--- src/rtl/mem_fifo_pkg.sv ---
// Shared default sizing for the memory-backed FIFO controller.
package mem_fifo_pkg;
    localparam int MEM_FIFO_M = 8;  // data word width
    localparam int MEM_FIFO_K = 4;  // memory address width, depth = 2**K
endpackage

--- src/rtl/wrap_ctr.sv ---
// K-bit pointer that advances on i_inc and wraps modulo 2**K; cleared by async reset.
module wrap_ctr #(
    parameter int K = 4
) (
    input  logic         clk,
    input  logic         rst_n,
    input  logic         i_inc,
    output logic [K-1:0] o_cnt
);
    logic [K-1:0] r_cnt;

    always_ff @(posedge clk or negedge rst_n) begin
        if (!rst_n) begin
            r_cnt <= '0;
        end else if (i_inc) begin
            r_cnt <= r_cnt + K'(1);
        end
    end

    assign o_cnt = r_cnt;
endmodule

--- src/rtl/mem_fifo_ctrl.sv ---
// FIFO controller over an external single-port memory plus one output holding register.
// Optional MEM_FIFO_BYPASS_EN: a word offered to an empty controller skips memory.
module mem_fifo_ctrl
    import mem_fifo_pkg::*;
#(
    parameter int M = MEM_FIFO_M,
    parameter int K = MEM_FIFO_K
) (
    input  logic         clk,
    input  logic         rst_n,
    input  logic [M-1:0] in_data,
    input  logic         in_valid,
    output logic         in_ready,
    output logic [M-1:0] out_data,
    output logic         out_valid,
    input  logic         out_ready,
    output logic [M-1:0] mem_din,
    output logic         mem_we,
    output logic [K-1:0] mem_addr,
    input  logic [M-1:0] mem_dout,
    output logic [K:0]   count
);
    localparam logic [K:0] DEPTH = {1'b1, {K{1'b0}}};

    logic [K-1:0] w_wr_ptr;
    logic [K-1:0] w_rd_ptr;
    logic [K:0]   r_mem_cnt;
    logic         r_out_valid;
    logic [M-1:0] r_out_data;
    logic         w_refill;
    logic         w_in_ready;
    logic         w_accept;
    logic         w_bypass;
    logic         w_write;
    logic         w_pop;

    // The holding register is refilled whenever it is empty or being popped; that read owns the memory port.
    assign w_pop      = r_out_valid && out_ready;
    assign w_refill   = (r_mem_cnt != '0) && (!r_out_valid || out_ready);
    // rst_n gate keeps the handshake quiet during reset even though the state already reads empty.
    assign w_in_ready = rst_n && !w_refill && (r_mem_cnt != DEPTH);
    assign w_accept   = in_valid && w_in_ready;

`ifdef MEM_FIFO_BYPASS_EN
    assign w_bypass = w_accept && (r_mem_cnt == '0) && !r_out_valid;
`else
    assign w_bypass = 1'b0;
`endif

    assign w_write = w_accept && !w_bypass;

    wrap_ctr #(.K(K)) u_wr_ptr (
        .clk   (clk),
        .rst_n (rst_n),
        .i_inc (w_write),
        .o_cnt (w_wr_ptr)
    );

    wrap_ctr #(.K(K)) u_rd_ptr (
        .clk   (clk),
        .rst_n (rst_n),
        .i_inc (w_refill),
        .o_cnt (w_rd_ptr)
    );

    always_ff @(posedge clk or negedge rst_n) begin
        if (!rst_n) begin
            r_mem_cnt   <= '0;
            r_out_valid <= 1'b0;
            r_out_data  <= '0;
        end else if (w_refill) begin
            r_mem_cnt   <= r_mem_cnt - (K+1)'(1);
            r_out_valid <= 1'b1;
            r_out_data  <= mem_dout;
        end else begin
            if (w_write) begin
                r_mem_cnt <= r_mem_cnt + (K+1)'(1);
            end
            if (w_bypass) begin
                r_out_valid <= 1'b1;
                r_out_data  <= in_data;
            end else if (w_pop) begin
                r_out_valid <= 1'b0;
            end
        end
    end

    assign in_ready  = w_in_ready;
    assign mem_we    = w_write;
    assign mem_addr  = w_refill ? w_rd_ptr : w_wr_ptr;
    assign mem_din   = in_data;
    assign out_valid = r_out_valid;
    assign out_data  = r_out_data;
    assign count     = r_mem_cnt + {{K{1'b0}}, r_out_valid};
endmodule

--- config.mk ---
export PLATFORM = sky130hd
export DESIGN_NAME = mem_fifo_ctrl
export DESIGN_NICKNAME = d
export VERILOG_FILES = /design/src/rtl/mem_fifo_pkg.sv /design/src/rtl/wrap_ctr.sv /design/src/rtl/mem_fifo_ctrl.sv
export SDC_FILE = /design/constraint.sdc
export NUM_CORES = 1
export LEC_CHECK = 0
export BUFFER_PORTS_ARGS = -buffer_cell sky130_fd_sc_hd__buf_2
export CORE_MARGIN = 4
export CORE_UTILIZATION = 45
export CTS_BUF_LIST = sky130_fd_sc_hd__clkbuf_4 sky130_fd_sc_hd__clkbuf_8
export CTS_CLUSTER_SIZE = 24
export DETAILED_ROUTE_END_ITERATION = 7
export GPL_ROUTABILITY_DRIVEN = 0
export GPL_TIMING_DRIVEN = 0
export PLACE_DENSITY = 0.78
export SETUP_SLACK_MARGIN = 0.2
export SLEW_MARGIN = 20
export SYNTH_ARGS = -nofsm -noshare
export SYNTH_HDL_FRONTEND = slang
export SYNTH_HIERARCHICAL = 1
export SYNTH_SLANG_ARGS = --single-unit
--- constraint.sdc ---
create_clock -name clk -period 3.45 [get_ports clk]
set_input_delay 0.69 -clock clk [delete_from_list [all_inputs] [get_ports clk]]
set_output_delay 0.69 -clock clk [all_outputs]
set_load 0.01 [all_outputs]
# Yosys cells after proc, flatten, opt, wreduce, memory -nomap -nowiden
# Cells that the tools add are included.
[word_totals]
reg_bits = 22
input_bits = 20
output_inout_bits = 28
wordCells = 27
[classes]
addsub = 5
n_eq_ne = 1
n_mux = 5
n_reduce_logical = 11
[op_table]
columns = ["operator", "count"]
rows = [
  ["5-bit two-way mux", 2],
  ["4-bit by 1-bit adder with 4-bit output, second input constant", 2],
  ["5-bit by 1-bit adder with 5-bit output", 1],
  ["5-bit by 1-bit adder with 5-bit output, second input constant", 1],
  ["1-bit logical AND", 5],
  ["5-bit inequality test, second input constant", 1],
  ["5-bit nonzero test", 1],
  ["5-bit by 1-bit subtractor with 5-bit output, second input constant", 1],
  ["4-bit two-way mux", 1],
  ["2-bit nonzero test", 2],
  ["1-bit zero test", 2],
  ["1-bit two-way mux", 2],
  ["1-bit logical OR", 1],
]

# Depth between registers and ports, before layout
# Gate-level depths: netlist of run 1.
[logic_depth]
ltp_word = 9
mapped_depth = 9
ltp_nobuf = 8

# Modules after synthesis
# The synthesis of run 1 kept the hierarchy.
[by_module_without_submodules]
columns = ["mod", "n_inst", "cells_per_inst", "area_each_um2", "seq_area_each_um2"]
rows = [
  ["mem_fifo_ctrl", 1, 116, 944.7, 350.3],
  ["wrap_ctr", 2, 11, 160.2, 100.1],
]

# Worst setup path before layout of run 1
# No wires, ideal clock.
[synth_timing]
path_type = "register to register"
startpoint = "register r_mem_cnt[1]"
endpoint = "register r_mem_cnt[4]"
setup_time_ps = 69
t_arrival_ps = 2347
required_time_ps = 3381
path_slack_ps = 1034
path_stages_with_launch = 10
n_path_buf = 1
period_less_slack_ps = 2416
cell_sequence = "dfrtp_1 or4_4 o21ai_4 inv_2 buf_6 ha_1 nor2_1 a21oi_1 or4_1 nand3_1"
[synth_between]
elab_chain_len = 7
word_cells_on_any_way = 12
cone_classes = "add/sub (2); eq/ne (1); mux (2); reduce/logical (7)"
[synth_lines]
columns = ["element", "line", "text"]
rows = [
  ["start: declaration", "mem_fifo_ctrl.sv:27", "logic [K:0] r_mem_cnt;"],
  ["start signal: assignment", "mem_fifo_ctrl.sv:72", "r_mem_cnt <= r_mem_cnt - (K+1)'(1);"],
  ["start signal: assignment", "mem_fifo_ctrl.sv:77", "r_mem_cnt <= r_mem_cnt + (K+1)'(1);"],
  ["5-bit nonzero test (*)", "mem_fifo_ctrl.sv:39", "assign w_refill = (r_mem_cnt != '0) && (!r_out_valid || out_ready);"],
  ["1-bit logical AND (*)", "mem_fifo_ctrl.sv:39", ""],
  ["via w_refill", "mem_fifo_ctrl.sv:30", "logic w_refill;"],
  ["1-bit zero test", "mem_fifo_ctrl.sv:41", "assign w_in_ready = rst_n && !w_refill && (r_mem_cnt != DEPTH);"],
  ["1-bit logical AND (2 in series)", "mem_fifo_ctrl.sv:41", ""],
  ["1-bit logical AND", "mem_fifo_ctrl.sv:42", "assign w_accept = in_valid && w_in_ready;"],
  ["2-bit nonzero test (no line)", "-", ""],
]
# Mark *: on every way through the listed nets, which the timed path passes. The rest lies on a longest branch. The select of a mux whose other input is x is not followed.
# A chain may end at the register's enable or synchronous reset.

# Worst setup path after layout of run 1
[layout_timing]
startpoint = "register r_mem_cnt[1]"
endpoint = "output mem_we"
[layout_between]
elab_chain_len = 6
word_cells_on_any_way = 7
cone_classes = "eq/ne (1); reduce/logical (6)"
[layout_lines]
columns = ["element", "line", "text"]
rows = [
  ["5-bit nonzero test", "mem_fifo_ctrl.sv:39", ""],
  ["1-bit logical AND", "mem_fifo_ctrl.sv:39", ""],
  ["1-bit zero test", "mem_fifo_ctrl.sv:41", ""],
  ["1-bit logical AND", "mem_fifo_ctrl.sv:41", ""],
  ["1-bit logical AND (*)", "mem_fifo_ctrl.sv:41", ""],
  ["1-bit logical AND (*)", "mem_fifo_ctrl.sv:42", ""],
  ["end: declaration", "mem_fifo_ctrl.sv:18", "output logic mem_we,"],
]
# Every way passes the cells marked *; elsewhere a longest branch is shown, timed or not.

==> reports/results.md, run 1 <==
| Item | This run |
| --- | --- |
| Outcome | finished clean |
| Post-route fraction of the period consumed by the critical path | 0.8352 |
| Filler instances | 252 |
| Clock buffer count from CTS | 3 |
| Post-layout nets | 210 |
| Endpoint of the lowest-slack register-to-register path | r_mem_cnt[4]$_DFFE_PN0P_ |
| Dominant cell type by area after synthesis | dfrtp_1 |
| Via count of the first global-routing pass | 1,055 |
| Die W | 61.02 µm |
| Post-CTS sizing | 0 |
| Number of antenna violations at the first check in global routing | 0 |
| Average wire per cell in the routed design | 12.68 µm |
| Area of the die | 3723 µm² |
| Number of storage elements in the synthesis netlist | 22 |
| Cell at the root of the clock tree | clkbuf_4 |
| Clk slew on worst S/H paths | 0.13 ns |
| Number of nets in the synthesized netlist | 166 |
| Max-slew headroom at the worst pin | 0.6470 |
| Final Hold Fails | 0 |
| # setup viols final | 0 |
| Worst min path class | input pin to async pin |
| Reg2reg setup slack | 0.77 ns |
| H-tree depth | 1 |
| Critical path cell sequence | or4_4 > nor2_1 > a21oi_1 > nor2_1 > buf_2 |
| Post-Synthesis Cell Area | 1265 µm² |
| Post-route ant nets | 0 |
| Global-route usage over all layers | 0.1535 |
| Effective utilization at floorplan | 0.4927 |
| Pin count of the biggest net entering global routing | 26 |
| Distinct cells, synth | 30 |
| Height of the die | 61.02 µm |
| Data arrival, critical path | 2.19 ns |
| Most common flop cell mapped by yosys | dfrtp_1 |
| Layout Area Growth over Synthesis | 22.55% |
| Crit-path max cell delay | 0.60 ns |
| Final setup skew | 0.01109 ns |
| Routed WL | 2676 µm |
| Clock net sink count | 22 |
| DPL Wire Length | 2115 µm |
| Capturing element type of the critical path | primary output |
| RSZ-0062 raised after global routing | false |
| Sequential fraction of the synthesis area | 0.4352 |
| Type of origin of the critical path | flop |
| Number of cells produced by synthesis | 138 |
| Post-route DRC | 0 |
| Cts hold-fix bufs | 0 |
| Clock Latency Late Sink | 0.31 ns |
| Overall power after layout | 0.001268 W |
| Initial DRT Pass Iterations | 4 |
| Number of cell rows | 18 |
| Placeable core area | 2567 µm² |
| EDFF count, synth | 0 |
| Worst Reg-to-Reg Cells | 9 |
| Cell type with the highest occurrence count on the critical path | nor2_1 |
| Max Clock Freq | 0.3471 GHz |
| Buffers on Ports | 39 |
| Total via count after detailed routing | 1,086 |
| Total I/O pin count | 48 |
| Proportion of netlist area held by the largest area contributor | 0.4352 |
| Post-detailed-route via-to-cell ratio | 5.147 |
| Min Tclk post-route | 2.881 ns |
| Highest net fanout along the worst path | 6 |
| Maximum buffer depth of the clock tree | 2 |
| Static Leakage | 0.8149 nW |
| Number of DRC markers after the initial detailed-route iteration | 36 |
| Fraction of layout cells with a size suffix above 1 | 0.3204 |
| # Post-CTS Setup Buffers | 0 |
| Synthesized area divided by synthesized cell count | 9.166 µm² |
| Crit path required time | 2.76 ns |
| Type of the worst setup path | flop to primary output |
| Worst vdd rail ir drop | 0.5261 mV |
| N_diodes | 0 |
| Crit path max-delay cell type | or4_4 |
| Worst Max-Slew Pin Slew | 0.5295 ns |
| Wire length of the first global-routing pass | 4416 µm |
| Final max-slew violation count | 0 |
| Aggregate global routing overflow | 0 |
| Reported max-cap violation count | 0 |
| FFs w/ async S/R, synth | 1.000 |
| Final total negative setup slack | 0 ns |
| Leading cell types by total area after synthesis | dfrtp_1 44%, nand2_1 12%, ha_1 6.9% |
| Worst reg2reg path startpoint | r_mem_cnt[1]$_DFFE_PN0P_ |
| Clock tree from TritonCTS | done |
| Power per cell area | 818.2 nW/µm² |
| Warnings, synthesis | 6 |
==> worst max-delay path, delay by kind of cell, from the launching register on <==
family,cells,cell delay (ns)
buffers and inverters,1,0.21
AO/OA/AOI/OAI,1,0.09
AND/OR/NAND/NOR,3,1.12
flip-flops,1,0.47
==> worst max path at each step <==
stage | start | end | slack (ns) | cells after the start
2_1_floorplan | r_mem_cnt[1]$_DFFE_PN0P_ | r_mem_cnt[4]$_DFFE_PN0P_ | 1.03 | 9
3_3_place_gp | rst_n | mem_we | 0.79 | 4
3_5_place_dp | rst_n | mem_we | 0.75 | 4
4_1_cts | r_mem_cnt[1]$_DFFE_PN0P_ | mem_we | 0.57 | 5
5_1_grt | r_mem_cnt[1]$_DFFE_PN0P_ | mem_we | 0.43 | 5
6_report | r_mem_cnt[1]$_DFFE_PN0P_ | mem_we | 0.57 | 5
==> per-stage QoR <==
| stage | cells | cell area, µm² | hold WS (ns) | setup slack, ns | util |
|---|---|---|---|---|---|
| after global routing | 211 | 1550 | 0.3581 | 0.4328 | 0.6038 |
| after detailed placement | 207 | 1498 | 0.4574 | 0.7503 | 0.5833 |
| after floorplan | 138 | 1265 | 0.3944 | 1.034 | - |
| after global placement | 207 | 1498 | 0.4541 | 0.7931 | 0.5833 |
| final | 211 | 1550 | 0.3400 | 0.5686 | 0.6038 |
| after CTS | 211 | 1550 | 0.3454 | 0.5686 | 0.6038 |
==> Yosys cell counts (2+ instances only) <==
| cell type | instances |
|---|---|
| o21ai_0 | 3 |
| buf_4 | 9 |
| nand4_1 | 2 |
| mux2_2 | 2 |
| ha_1 | 7 |
| a21oi_1 | 6 |
| nor2b_1 | 3 |
| inv_1 | 4 |
| dfrtp_1 | 22 |
| nor2_1 | 7 |
| xnor2_1 | 6 |
| nand3_1 | 4 |
| nand2_1 | 41 |
| nand2b_1 | 2 |
| xor2_1 | 5 |
==> cell families (layout without fill, tap and decap cells) <==
kind of cell | count (synthesis) | count (layout) | share of synthesized area
buf+inv | 15 | 58 | 0.07714
xor+xnor | 11 | 11 | 0.07616
simple gates | 65 | 65 | 0.2285
fa+ha+maj | 8 | 8 | 0.08506
flops | 22 | 22 | 0.4352
mux | 2 | 2 | 0.01780
compound gates | 15 | 15 | 0.08013
==> where the power goes <==
group	switching (W)	leakage [nW]	total, W	internal, W
logic	0.000310	0.526	0.000594	0.000284
clock network	0.0000757	0.0279	0.000193	0.000117
registers	0.000121	0.261	0.000481	0.000360
total	0.000506	0.815	0.00127	0.000762
==> cells in the final DEF (no fill, tap or decap), types with 3 or more instances in the layout <==
cell	count
a21oi_1	6
nand3_1	4
nor2_1	7
o21ai_0	3
dfrtp_1	22
buf_4	9
nand2_1	41
nor2b_1	3
xor2_1	5
ha_1	7
inv_1	4
buf_2	39
xnor2_1	6
clkbuf_4	3
==> registers in the layout, indices dropped and copies added, names as in the netlist <==
| name | flops |
|---|---|
| r_mem_cnt | 5 |
| u_wr_ptr/o_cnt | 4 |
| out_valid | 1 |
| u_rd_ptr/o_cnt | 4 |
| out_data | 8 |
==> final cells by class <==
class                           count  area, µm²  share of cell area
Buffer                             10      78.83             0.05085
Timing Repair Buffer               39      195.2              0.1259
Multi-Input combinational cell    101      616.8              0.3979
Tap cell                           30      37.54             0.02421
Clock inverter                      1      30.03             0.01937
Sequential cell                    22      550.5              0.3551
Inverter                            5      18.77             0.01211
Clock buffer                        3      22.52             0.01453
==> per-layer routing <==
layer	up-vias	GRT usage	share of wire	wire length [µm]
met1	514	0.2086	0.42	1113
met3	0	0.03983	0.067	179
met5	-	0	0	0
met4	0	0.009288	0	0
li1	538	-	-	-
met2	34	0.2598	0.52	1383
Power figures use the tool's default switching activity.
==> run 2: changes to the inputs <==
==> constraint.sdc (replaced) <==
create_clock -name clk -period 2.99 [get_ports clk]
set_input_delay 0.598 -clock clk [delete_from_list [all_inputs] [get_ports clk]]
set_output_delay 0.598 -clock clk [all_outputs]
set_load 0.01 [all_outputs]
==> run 2 against run 1 <==
Net effect: worst setup slack worse by 0.27 ns; flip-flop and latch count unchanged; sequential share of layout area down 0.18 points; critical path type unchanged; critical endpoint unchanged; largest power group unchanged; highest routed layer unchanged.
==> reports/results.md, run 2 (synthesized netlist as in run 1, its figures left out) <==
| Item | This run |
| --- | --- |
| Worst Reg-to-Reg Cells | 9 |
| Most frequent cells in the layout | 41 x nand2_1, 39 x buf_2, 21 x dfrtp_1, 10 x buf_4, 7 x ha_1 |
| Min Tclk post-route | 2.688 ns |
| Worst Max-Slew Pin Slew | 0.5352 ns |
| Global-route usage over all layers | 0.1535 |
| Type of the worst setup path | flop to primary output |
| Post-route ant nets | 0 |
| Outcome | finished clean |
| Average wire per cell in the routed design | 12.80 µm |
| H-tree depth | 1 |
| Routed WL | 2714 µm |
| RSZ-0062 raised after global routing | true |
| Layout Area Growth over Synthesis | 23.44% |
| Final max-slew violation count | 0 |
| Number of antenna violations at the first check in global routing | 0 |
| Worst slack, placed | 0.3781 ns |
| Cell at the root of the clock tree | clkbuf_4 |
| Reg2reg setup slack | 0.34 ns |
| Fraction of layout cells with a size suffix above 1 | 0.3352 |
| Leading cell type in the layout, fill and taps excluded | nand2_1 |
| Worst vdd rail ir drop | 0.6178 mV |
| Post-route fraction of the period consumed by the critical path | 0.8991 |
| Final total negative setup slack | 0 ns |
| Worst min path class | input pin to async pin |
| Flip-flop count of the largest register after layout | 8 |
| Final setup skew | 0.01475 ns |
| Pin count of the biggest net entering global routing | 26 |
| Total I/O pin count | 48 |
| Maximum buffer depth of the clock tree | 2 |
| Wire length of the first global-routing pass | 4416 µm |
| Effective utilization at floorplan | 0.4927 |
| Reported max-cap violation count | 0 |
| Height of the die | 61.02 µm |
| Final critical-path setup slack | 0.3016 ns |
| Post-layout nets | 211 |
| Highest net fanout along the worst path | 6 |
| Static Leakage | 0.8185 nW |
| Max Clock Freq | 0.3720 GHz |
| Capturing element type of the critical path | primary output |
| DPL Wire Length | 2115 µm |
| Cts hold-fix bufs | 0 |
| Number of DRC markers after the initial detailed-route iteration | 34 |
| Crit path required time | 2.39 ns |
| Total via count after detailed routing | 1,088 |
| Die W | 61.02 µm |
| Buffers on Ports | 39 |
| N_diodes | 0 |
| Clk slew on worst S/H paths | 0.13 ns |
| Final Hold Fails | 0 |
| Area of the die | 3723 µm² |
| Final Util | 0.6082 |
| Initial DRT Pass Iterations | 4 |
| Via count of the first global-routing pass | 1,055 |
| Post-detailed-route via-to-cell ratio | 5.132 |
| Number of cell rows | 18 |
| Data arrival, critical path | 2.09 ns |
| Power per cell area | 944.3 nW/µm² |
| Worst reg2reg path startpoint | r_mem_cnt[1]$_DFFE_PN0P_ |
| Clock buffer count from CTS | 3 |
| Clock tree from TritonCTS | done |
| Aggregate global routing overflow | 0 |
| Max-slew headroom at the worst pin | 0.6432 |
| # setup viols final | 0 |
| Clock net sink count | 22 |
| Post-route DRC | 0 |
| Clock Latency Late Sink | 0.31 ns |
| Placeable core area | 2567 µm² |
| Type of origin of the critical path | flop |
| Endpoint of the lowest-slack register-to-register path | r_mem_cnt[4]$_DFFE_PN0P_ |
==> run 2: cell types whose count changed in the layout (fill, tap and decap cells not counted), sizes merged <==
cell,before,now
buf,49,50
==> run 2: timing repair <==
action,in CTS,in global routing
setup buffers,0,1
hold endpoints to repair,0,0
endpoints found under the setup margin,0,6
resized for setup,0,2
==> run 2: metal layers <==
layer | track usage | vias to the layer above | share of wire
met5 | 0 | - | 0
met4 | 0.009288 | 0 | 0
met3 | 0.03983 | 0 | 0.067
met2 | 0.2598 | 32 | 0.51
met1 | 0.2086 | 514 | 0.42
li1 | - | 542 | -
==> run 2: power breakdown <==
| group | total (W) | leakage, nW | switching [W] | internal (W) |
|---|---|---|---|---|
| clock | 0.000226 | 0.0279 | 0.0000902 | 0.000136 |
| combinational | 0.000692 | 0.531 | 0.000360 | 0.000332 |
| sequential | 0.000557 | 0.260 | 0.000140 | 0.000417 |
| total | 0.00147 | 0.819 | 0.000590 | 0.000885 |
==> run 2: cell type report <==
class | count | area [µm²]
fill | 250 | 1006
multi-input combinational | 101 | 619.3
sequential | 22 | 551.8
timing repair buffer | 40 | 202.7
buffer | 10 | 78.83
tap | 30 | 37.54
clock inverter | 1 | 30.03
clock buffer | 3 | 22.52
inverter | 5 | 18.77
==> run 2: stage by stage <==
step | std cells | hold slack (ns) | total power (W) | area (µm²)
floorplan | 138 | 0.3024 | 0.001025 | 1265
global placement | 207 | 0.4541 | 0.001212 | 1498
detailed placement | 207 | 0.4574 | 0.001257 | 1498
CTS | 211 | 0.2534 | 0.001484 | 1550
global route | 212 | 0.2657 | 0.001614 | 1562
finish | 212 | 0.2423 | 0.001475 | 1562
==> run 2: worst max-delay path by stage <==
stage	startpoint	endpoint	slack [ns]	depth (start not counted)
after floorplan	r_mem_cnt[1]$_DFFE_PN0P_	r_mem_cnt[4]$_DFFE_PN0P_	0.57	9
after global placement	r_mem_cnt[1]$_DFFE_PN0P_	r_mem_cnt[4]$_DFFE_PN0P_	0.42	9
after detailed placement	r_mem_cnt[1]$_DFFE_PN0P_	r_mem_cnt[4]$_DFFE_PN0P_	0.38	9
after CTS	r_mem_cnt[1]$_DFFE_PN0P_	mem_we	0.20	5
after global routing	r_mem_cnt[1]$_DFFE_PN0P_	mem_we	0.19	5
final	r_mem_cnt[1]$_DFFE_PN0P_	mem_we	0.30	5
==> run 2: critical path: stages, from the launching register on <==
cell,delay (ns)
dfrtp_2,0.47
or4_4,0.59
nor2_1,0.18
a21oi_1,0.09
nor2_2,0.26
buf_2,0.18
==> run 3: changes to the inputs <==
--- a/config.mk
+++ b/config.mk
@@ -5,6 +5,7 @@
 export SDC_FILE = /design/constraint.sdc
 export NUM_CORES = 1
 export LEC_CHECK = 0
+export ABC_AREA = 1
 export BUFFER_PORTS_ARGS = -buffer_cell sky130_fd_sc_hd__buf_2
 export CORE_MARGIN = 4
 export CORE_UTILIZATION = 45
==> run 3 against run 2 <==
Net effect: final cell count rose by 10%; highest routed layer is now met4; core utilization fell by 3.8 points; synthesized cell count rose by 16%; via count fell by 0.46%; wire length fell by 8.7%; clock skew fell by 0.0096 ns; critical path type unchanged.
==> reports/results.md, run 3 <==
| Item | This run |
| --- | --- |
| Outcome | finished clean |
| Post-route DRC | 0 |
| Wire length of the first global-routing pass | 4133 µm |
| Total via count after detailed routing | 1,083 |
| DPL Wire Length | 1968 µm |
| Final max-slew violation count | 0 |
| Leading cell types by total area after synthesis | dfrtp_1 42%, nand2_1 20%, ha_1 6.7% |
| Routed WL | 2477 µm |
| Min Tclk post-route | 2.273 ns |
| Final Hold Fails | 0 |
| Final setup skew | 0.005180 ns |
| Average wire per cell in the routed design | 10.59 µm |
| Pin count of the biggest net entering global routing | 25 |
| Capturing element type of the critical path | primary output |
| Warnings, synthesis | 6 |
| Most common flop cell mapped by yosys | dfrtp_1 |
| Post-layout nets | 232 |
| Worst min path class | input pin to async pin |
| Reported max-cap violation count | 0 |
| Number of storage elements in the synthesis netlist | 22 |
| Data arrival, critical path | 1.67 ns |
| Synthesized area divided by synthesized cell count | 8.133 µm² |
| Post-CTS sizing | 0 |
| Distinct cells, synth | 22 |
| Fraction of layout cells with a size suffix above 1 | 0.3005 |
| Max Clock Freq | 0.4400 GHz |
| Worst slack, placed | 0.7145 ns |
| Clock buffer count from CTS | 3 |
| Leading cell type in the layout, fill and taps excluded | nand2_1 |
| Clk slew on worst S/H paths | 0.12 ns |
| Aggregate global routing overflow | 0 |
| Post-Synthesis Cell Area | 1301 µm² |
| Area of the die | 3816 µm² |
| Dominant cell type by area after synthesis | dfrtp_1 |
| Clock tree from TritonCTS | done |
| Type of origin of the critical path | flop |
| Total I/O pin count | 48 |
| Clock net sink count | 22 |
| Post-detailed-route via-to-cell ratio | 4.628 |
| Crit-path max cell delay | 0.47 ns |
| Worst Max-Slew Pin Slew | 0.5327 ns |
| Number of cell rows | 19 |
| Die W | 61.78 µm |
| # Post-CTS Setup Buffers | 0 |
| Clock Latency Late Sink | 0.30 ns |
| Power per cell area | 1023 nW/µm² |
| Placeable core area | 2758 µm² |
| Cts hold-fix bufs | 0 |
| Proportion of netlist area held by the largest area contributor | 0.4231 |
| Number of antenna violations at the first check in global routing | 0 |
| Filler instances | 278 |
| Post-route fraction of the period consumed by the critical path | 0.7601 |
| Global-route usage over all layers | 0.1463 |
| Number of cells produced by synthesis | 160 |
| Static Leakage | 0.9151 nW |
| Crit path max-delay cell type | dfrtp_1 |
| Crit path required time | 2.39 ns |
| Final critical-path setup slack | 0.7174 ns |
| Final total negative setup slack | 0 ns |
| Most frequent cells in the layout | 68 x nand2_1, 39 x buf_2, 22 x dfrtp_1, 14 x inv_1, 10 x nand3_1 |
| N_diodes | 0 |
| Cell with the most instances after synthesis | nand2_1 |
| Type of the worst setup path | flop to primary output |
| Number of DRC markers after the initial detailed-route iteration | 18 |
| EDFF count, synth | 0 |
| Maximum buffer depth of the clock tree | 2 |
| Height of the die | 61.78 µm |
| Effective utilization at floorplan | 0.4719 |
| Overall power after layout | 0.001608 W |
| Flip-flop count of the largest register after layout | 8 |
| Critical path cell sequence | nor2_1 > nand3_2 > nand2_2 > nand3_4 > inv_1 > buf_2 |
| RSZ-0062 raised after global routing | false |
| # setup viols final | 0 |
| Initial DRT Pass Iterations | 4 |
| Worst hold slack | 0.2574 ns |
| Cell at the root of the clock tree | clkbuf_4 |
| Layout Area Growth over Synthesis | 20.77% |
| Max-slew headroom at the worst pin | 0.6449 |
| Sequential fraction of the synthesis area | 0.4231 |
| Via count of the first global-routing pass | 974 |
| Post-route ant nets | 0 |
| Most numerous cell types in the synthesized netlist | 68 x nand2_1, 22 x dfrtp_1, 14 x inv_1, 10 x nand3_1, 9 x buf_4 |
| Highest net fanout along the worst path | 7 |
| Buffers on Ports | 39 |
| Worst vdd rail ir drop | 0.5701 mV |
| Number of nets in the synthesized netlist | 188 |
| H-tree depth | 1 |
| FFs w/ async S/R, synth | 1.000 |
run 3: worst max-delay path: cells and delay by family (launching register included):
kind / cells / cell delay (ns)
buf+inv: 2 / 0.38
flops: 1 / 0.47
simple gates: 4 / 0.53
run 3: kinds of logic (layout without fill, tap and decap cells):
| family | count (synthesis) | count (layout) | share of synthesized area |
|---|---|---|---|
| AO/OA/AOI/OAI | 6 | 6 | 0.02308 |
| XOR/XNOR | 9 | 9 | 0.06058 |
| adder cells (fa/ha/maj) | 8 | 8 | 0.08269 |
| buffers and inverters | 26 | 69 | 0.1125 |
| flip-flops | 22 | 22 | 0.4231 |
| AND/OR/NAND/NOR | 89 | 89 | 0.2981 |
run 3: path summary, 6_finish.rpt:
kind,start,endpoint,slack (ns),depth (start not counted)
min in group clk,mem_dout[1],out_data[1]$_DFFE_PN0P_,0.48,3
min,rst_n,out_data[1]$_DFFE_PN0P_,0.26,1
max reg2reg,r_mem_cnt[1]$_DFFE_PN0P_,r_mem_cnt[3]$_DFFE_PN0P_,0.98,11
min reg2reg,out_data[6]$_DFFE_PN0P_,out_data[6]$_DFFE_PN0P_,0.49,2
max in group asynchronous,rst_n,r_mem_cnt[4]$_DFFE_PN0P_,2.38,1
max,r_mem_cnt[1]$_DFFE_PN0P_,mem_we,0.72,6
run 3: area by class of cell:
type | count | area (µm²) | share of cell area
Timing Repair Buffer | 39 | 195.2 | 0.1242
Sequential cell | 22 | 550.5 | 0.3503
Tap cell | 31 | 38.79 | 0.02468
Clock buffer | 4 | 36.28 | 0.02309
Multi-Input combinational cell | 112 | 604.3 | 0.3846
Buffer | 11 | 90.09 | 0.05732
Inverter | 15 | 56.30 | 0.03583
run 3: through the flow:
stage	cells	util	instance area, µm²
final	234	0.5699	1572
after global routing	234	0.5699	1572
after CTS	234	0.5699	1572
after detailed placement	230	0.5567	1535
after global placement	230	0.5567	1535
after floorplan	160	-	1301
run 3: routing by layer:
metal,wire [µm],GRT usage,part of all wire
met1,1146,0.1911,0.46
met2,1126,0.2362,0.45
met3,187,0.02686,0.075
met4,16,0.06667,0.0065
met5,0,0,0
run 3: report_power, final:
group / leakage, nW / total, W / switching [W] / internal (W)
clock network: 0.0210 / 0.000160 / 0.0000859 / 0.0000743
logic: 0.629 / 0.000883 / 0.000497 / 0.000386
registers: 0.265 / 0.000564 / 0.000131 / 0.000433
total: 0.915 / 0.00161 / 0.000714 / 0.000893
